`config.mk`:
```
export PLATFORM = sky130hd
export DESIGN_NAME = pipeline_stall_controller
export DESIGN_NICKNAME = d
export VERILOG_FILES = /design/src/rtl/pipeline_stall_controller.sv
export SDC_FILE = /design/constraint.sdc
export NUM_CORES = 1
export LEC_CHECK = 0
export CORE_AREA = 2 2 67 69
export CTS_CLUSTER_DIAMETER = 200
export DETAILED_ROUTE_END_ITERATION = 6
export DIE_AREA = 0 0 69 71
export PLACE_DENSITY = 0.83
export SLEW_MARGIN = 30
export SYNTH_ARGS = -nofsm -noshare
export SYNTH_HDL_FRONTEND = slang
export SYNTH_SLANG_ARGS = --single-unit
```
`constraint.sdc`:
```
create_clock -name clk -period 4.7 [get_ports clk]
set_clock_uncertainty 0.15 [all_clocks]
set_input_delay 0.94 -clock clk [delete_from_list [all_inputs] [get_ports clk]]
set_output_delay 0.94 -clock clk [all_outputs]
set_load 0.02 [all_outputs]
```
`src/rtl/pipeline_stall_controller.sv`:
```
// rtl/pipeline_stall_controller.sv - stall/flush sequencer for the 5-stage MIPS pipeline
// Memory wait states, debug halt, branch flush and hazard stall, plus saturating event counters.
module pipeline_stall_controller #(
  parameter int MEM_WAIT = 2,
  parameter int COUNT_W  = 16
) (
  input  logic               clk,
  input  logic               rst,
  input  logic               hazard_detected,
  input  logic               branch_taken,
  input  logic               mem_req,
  input  logic               halt_req,
  input  logic               cnt_clr,
  output logic               freeze_IF,
  output logic               freeze_ID,
  output logic               freeze_EXE,
  output logic               freeze_MEM,
  output logic               flush_ID,
  output logic               bubble_EXE,
  output logic               bubble_WB,
  output logic               halt_ack,
  output logic [COUNT_W-1:0] stall_count,
  output logic [COUNT_W-1:0] flush_count
);

  typedef enum logic [1:0] {RUN, MEM_BUSY, HALTED} state_t;

  localparam bit         HAS_WAIT  = (MEM_WAIT > 0);
  localparam logic [3:0] WAIT_INIT = HAS_WAIT ? 4'(MEM_WAIT - 1) : 4'd0;

  state_t     state, state_nxt;
  logic [3:0] wcnt, wcnt_nxt;
  logic       mem_stall, run_act, halted;
  logic       f_if, f_id, f_exe, f_mem, fl_id, b_exe, b_wb;
  logic       stall_inc, flush_inc;

  always_ff @(posedge clk or negedge rst) begin
    if (!rst) begin
      state <= RUN;
      wcnt  <= 4'd0;
    end else begin
      state <= state_nxt;
      wcnt  <= wcnt_nxt;
    end
  end

  always_comb begin
    state_nxt = state;
    wcnt_nxt  = wcnt;
    mem_stall = 1'b0;
    run_act   = 1'b0;
    halted    = 1'b0;
    case (state)
      RUN: begin
        if (mem_req && HAS_WAIT) begin
          mem_stall = 1'b1;
          state_nxt = MEM_BUSY;
          wcnt_nxt  = WAIT_INIT;
        end else begin
          run_act = 1'b1;
          if (halt_req) state_nxt = HALTED;
        end
      end
      MEM_BUSY: begin
        if (wcnt != 4'd0) begin
          mem_stall = 1'b1;
          wcnt_nxt  = wcnt - 4'd1;
        end else begin
          // Release cycle: mem_req still belongs to the finishing access.
          run_act   = 1'b1;
          state_nxt = halt_req ? HALTED : RUN;
        end
      end
      HALTED: begin
        halted = 1'b1;
        if (!halt_req) state_nxt = RUN;
      end
      default: state_nxt = RUN;
    endcase
  end

  always_comb begin
    f_if  = 1'b0;
    f_id  = 1'b0;
    f_exe = 1'b0;
    f_mem = 1'b0;
    fl_id = 1'b0;
    b_exe = 1'b0;
    b_wb  = 1'b0;
    if (mem_stall || halted) begin
      f_if  = 1'b1;
      f_id  = 1'b1;
      f_exe = 1'b1;
      f_mem = 1'b1;
      b_wb  = 1'b1;
    end else if (run_act) begin
      // A taken branch makes the ID instruction wrong-path, so it beats the hazard.
      if (branch_taken) begin
        fl_id = 1'b1;
        b_exe = 1'b1;
      end else if (hazard_detected) begin
        f_if  = 1'b1;
        f_id  = 1'b1;
        b_exe = 1'b1;
      end
    end
  end

  assign freeze_IF  = rst & f_if;
  assign freeze_ID  = rst & f_id;
  assign freeze_EXE = rst & f_exe;
  assign freeze_MEM = rst & f_mem;
  assign flush_ID   = rst & fl_id;
  assign bubble_EXE = rst & b_exe;
  assign bubble_WB  = rst & b_wb;
  assign halt_ack   = rst & halted;

  assign stall_inc = f_if & ~halted;
  assign flush_inc = fl_id;

  always_ff @(posedge clk or negedge rst) begin
    if (!rst) begin
      stall_count <= '0;
      flush_count <= '0;
    end else if (cnt_clr) begin
      stall_count <= '0;
      flush_count <= '0;
    end else begin
      if (stall_inc && (stall_count != '1)) stall_count <= stall_count + COUNT_W'(1);
      if (flush_inc && (flush_count != '1)) flush_count <= flush_count + COUNT_W'(1);
    end
  end

endmodule

```
## Yosys cells after proc, flatten, opt, wreduce, memory -nomap -nowiden

Cells that the tools add are included.

| word-level totals | value |
|---|---|
| bits in registers | 38 |
| latch bits | 0 |
| memory bits (writable) | 0 |
| bits in read-only memories | 0 |
| input bits | 7 |
| output and inout port bits | 40 |
| logic and storage cells | 64 |
| memories kept | 0 |

| cells by class | value |
|---|---|
| add/subtract/negate cells | 3 |
| multiply operators | 0 |
| divide/modulo/power cells | 0 |
| order comparisons | 0 |
| eq/ne operators | 9 |
| shift-type cells | 0 |
| multiplexer cells | 31 |
| bitwise logic cells | 7 |
| reductions and logical operators | 10 |

Operator list:

| operator | count |
|---|---|
| 16-bit two-way mux | 4 |
| 16-bit by 1-bit adder with 16-bit output, second input constant | 2 |
| 16-bit != test, second input constant | 2 |
| 1-bit two-way mux | 16 |
| 2-bit two-way mux | 5 |
| 4-bit two-way mux | 2 |
| 2-bit != test, second input constant | 4 |
| 4-bit case mux with 2 select lines | 1 |
| 1-bit bitwise AND | 6 |
| 2-bit case mux with 3 select lines | 1 |
| 3-bit AND reduction | 2 |
| 2-bit nonzero test | 3 |
| 1-bit case mux with 2 select lines | 2 |
| 4-bit nonzero test | 1 |
| 4-bit by 1-bit subtractor with 4-bit output, second input constant | 1 |
| 3-bit != test, second input constant | 1 |
| 2-bit by 1-bit == test with 1-bit output, second input constant | 1 |
| 2-bit == test, second input constant | 1 |
| 1-bit logical AND | 2 |
| 2-bit logical NOT | 1 |
| 1-bit logical OR | 1 |
| 1-bit NOT | 1 |

## Logic depth before layout (Yosys ltp)

| logic depth | value |
|---|---|
| depth in word-level cells | 9 |
| depth in mapped cells | 8 |
| gate-level depth less buffers | 7 |

## Worst setup path before layout

Ideal clock, no wire load.

| path | value |
|---|---|
| kind | in2out |
| start | in hazard_detected |
| end | out freeze_IF |
| data arrival time | 2.009 ns |
| data required time | 3.610 ns |
| path slack | 1.601 ns |
| cell stages on the path | 5 |
| buffers on the path | 1 |
| cell sequence | or2b_2 > nand3_1 > nand2_1 > a21oi_1 > buf_4 |

| between the ends | value |
|---|---|
| cells in the longest elaborated chain, start to end | 5 |

Ends and longest elaborated chain:

| element | RTL line | RTL |
|---|---|---|
| start: declaration | 9 | `input logic hazard_detected,` |
| 1-bit two-way mux (4 in series) | - |  |
| 1-bit bitwise AND | - |  |
| end: declaration | 14 | `output logic freeze_IF,` |

No other way between the ends.

## Final worst setup path

| path | value |
|---|---|
| start | in hazard_detected |
| end | out freeze_ID |

| between the ends | value |
|---|---|
| cells in the longest elaborated chain, start to end | 5 |

Ends and longest elaborated chain:

| element | RTL line | RTL |
|---|---|---|
| 1-bit two-way mux | 101 | `end else if (hazard_detected) begin` |
| 1-bit two-way mux | 98 | `if (branch_taken) begin` |
| 1-bit two-way mux | 96 | `end else if (run_act) begin` |
| 1-bit two-way mux | 90 | `if (mem_stall \|\| halted) begin` |
| 1-bit bitwise AND | 110 | `assign freeze_ID = rst & f_id;` |
| end: declaration | 15 | `output logic freeze_ID,` |

No other way between the ends.

==> impl_metrics.ini <==
[die]
die_h_um = 71
core_mm2 = 0.00420
initial_utilization = 0.529
die_width_um = 69
dieArea_mm2 = 0.00490
row_count = 24
num_io_pins = 47

[sta]
worst_slew_pin_slew_ps = 721
slew_limit_headroom = 0.518
fin_crit_sh = 0.814
final_max_slew_viol_count = 0
clock.fmax_mhz = 261
finalSetupViolCount = 0
period_needed_ps = 3820
report.final.hold_viol_count = 0
finalSetupTns_ps = 0
grt_setup_unrepaired = false

[run]
max_cap_viol_count = 0

[setup_path]
nature_of_the_critical_path_endpoint = output pin
critPathLaunchType = input port
crit_end = freeze_ID
r2r_setup_slack_ps = 2280
worstReg2RegEnd = stall_count[9]
data_arrival_time_of_the_critical_path_ps = 2730
launch_point_of_the_worst_reg_to_reg_path = wcnt[0]
criticalPathCategory = input port to output pin
required_ps = 3610
crit_start = hazard_detected
r2r.worst_path.cells = 7
critical_path_peak_fanout = 3

[cts]
clock-root-buffer = clkbuf_8
numCtsBuffers = 5
insertion_delay_ps = 280
post_cts_hold_buffer_count = 0
post_cts.resized_instances = 0
cts.sinks = 38
clockBufferDepth = 2
clkSlewWorstSetupHoldPaths_ps = 70
clock_tree.htree_level_count = 2
cts.repair_timing.setup_buffer_count = 0
tritoncts = built

[drt]
drt_first_iter_violations = 86
via_count = 1982
detail_route.first_pass.iterations = 4
route.detailed.drc = 0
finalWirelength_mm = 4.90
routed_wire_length_per_instance_um = 14.6
final_antenna_net_count = 0
vias_per_cell = 5.92

[synthesis]
synth_warnings = 0
ys_top_cells_by_area = dfrtp_1 (43%), xor2_1 (4.7%), nor2_1 (4.4%)
synth_top_area_frac = 0.427
synth_edf_count = 0
synthCells = 237
synthTopCellsByCount = dfrtp_1 (38), nor2_1 (26), nand2_1 (20), a21oi_1 (16)
synth.most_common_cell = dfrtp_1
synth_top_area_cell = dfrtp_1
async_flop_share = 1.00
synthesis.nets = 248
avgSynthCellArea_um2 = 9.39
synth.yosys.seq_area_share = 0.427
post_synth_instance_area_mm2 = 0.00223
postSynthRegisterBits = 38
postSynth.topFlopCell = dfrtp_1
synth.lib_cells_used.distinct = 43

[placement]
globalplace.congestion = 0.814
port-buffer-count = 46
detailedPlacementHpwl_mm = 3.56
place_inst = 328

[worst_hold_path]
worst_hold_path_type = register to register

[power_and_ir_drop]
worst_supply_voltage_drop_on_vdd_v = 0.000209
power.leakage_uw = 0.00110
power.density_mw_per_mm2 = 341

[grt]
grt_start_max_net_pins = 30
grt_use_total = 0.210
grt_antenna_before_repair = 0
grt_pass1_wl_mm = 8.53
vias_in_the_first_global_route = 1938
gr-total-overflow = 0

[layout]
antenna_cells_inserted = 0
post_route_cells_drive_above_1_share = 0.0848
final_core_util = 0.659
area_delta_synth_final_pct = 24.5
final_cell_count_no_fill = 335
final_nets = 294

[run_status]
outcome = complete, no violations
-- stage by stage --
step	hold WS, ps	total power [µW]	area (µm²)	setup WS (ps)
floorplan	306	632	2230	1600
detailed placement	349	741	2690	872
global route	383	1000	2770	773
finish	358	945	2770	875
CTS	359	952	2770	864
global placement	334	729	2690	924
-- critical path, stage by stage --
cell and delay (ps):
clkdlybuf4s50_1 490, or2b_2 350, nand3_1 90, nand2_1 50
a21oi_1 170, clkdlybuf4s50_1 630
-- sequential cells by signal, summed over array words and instances, names as in the netlist --
name / count
stall_count: 16
wcnt: 4
flush_count: 16
state: 2
-- worst min path at each step --
stage                  from       to  slack, ps  cells past startpoint
finish              wcnt[0]  wcnt[0]        360                      1
detailed placement  wcnt[0]  wcnt[0]        350                      1
floorplan           wcnt[0]  wcnt[0]        310                      1
CTS                 wcnt[0]  wcnt[0]        360                      1
global placement    wcnt[0]  wcnt[0]        330                      1
global route        wcnt[0]  wcnt[0]        380                      1
-- layout make-up --
cell class	count	area, µm²
clock buffer	5	68.8
clock inverter	2	10.0
fill	354	1430
inverter	7	26.3
multi-input combinational	182	1170
sequential	38	951
tap	52	65.1
timing repair buffer	49	478
-- layer usage --
layer	routed length (µm)	track usage	vias to the layer above
met4	35	0.0719	0
met5	0	0	-
li1	-	-	967
met1	2260	0.273	955
met2	2390	0.356	56
met3	209	0.0370	4
-- cell usage in the layout (no fill, tap or decap), types with 3 or more instances in the layout --
cell type	Yosys	layout
or3_1	7	7
or4_1	10	10
nand3_1	13	13
clkdlybuf4s50_1	0	45
o211ai_1	4	4
and2_1	5	5
o21ai_0	13	13
a21oi_1	16	16
inv_1	7	7
nand4_1	6	6
and3_1	5	5
clkbuf_8	2	5
dfrtp_1	38	38
o41ai_1	4	4
xor2_1	12	12
o311ai_0	4	4
nor2b_1	3	3
nor2_1	26	26
ha_1	4	4
o31ai_1	7	7
nand2_1	20	20
buf_4	4	3
-- power breakdown --
group	total [µW]	switching, µW	internal, µW	leakage [µW]
Clock	207	108	99.6	0.0000438
Combinational	334	191	143	0.000537
Sequential	403	41.7	361	0.000520
-- cells by family (layout without fill, tap and decap cells) --
group | after synthesis | after routing | share of synthesized area
AOI/OAI and AO/OA | 55 | 55 | 0.175
xor gates and xnor gates | 12 | 12 | 0.0472
adders and majority gates | 4 | 4 | 0.0225
buffers and inverters | 17 | 63 | 0.0461
DFF | 38 | 38 | 0.427
muxes | 3 | 3 | 0.0141
and+or+nand+nor | 108 | 108 | 0.268
Note: power is estimated with default switching activity, not from simulation.
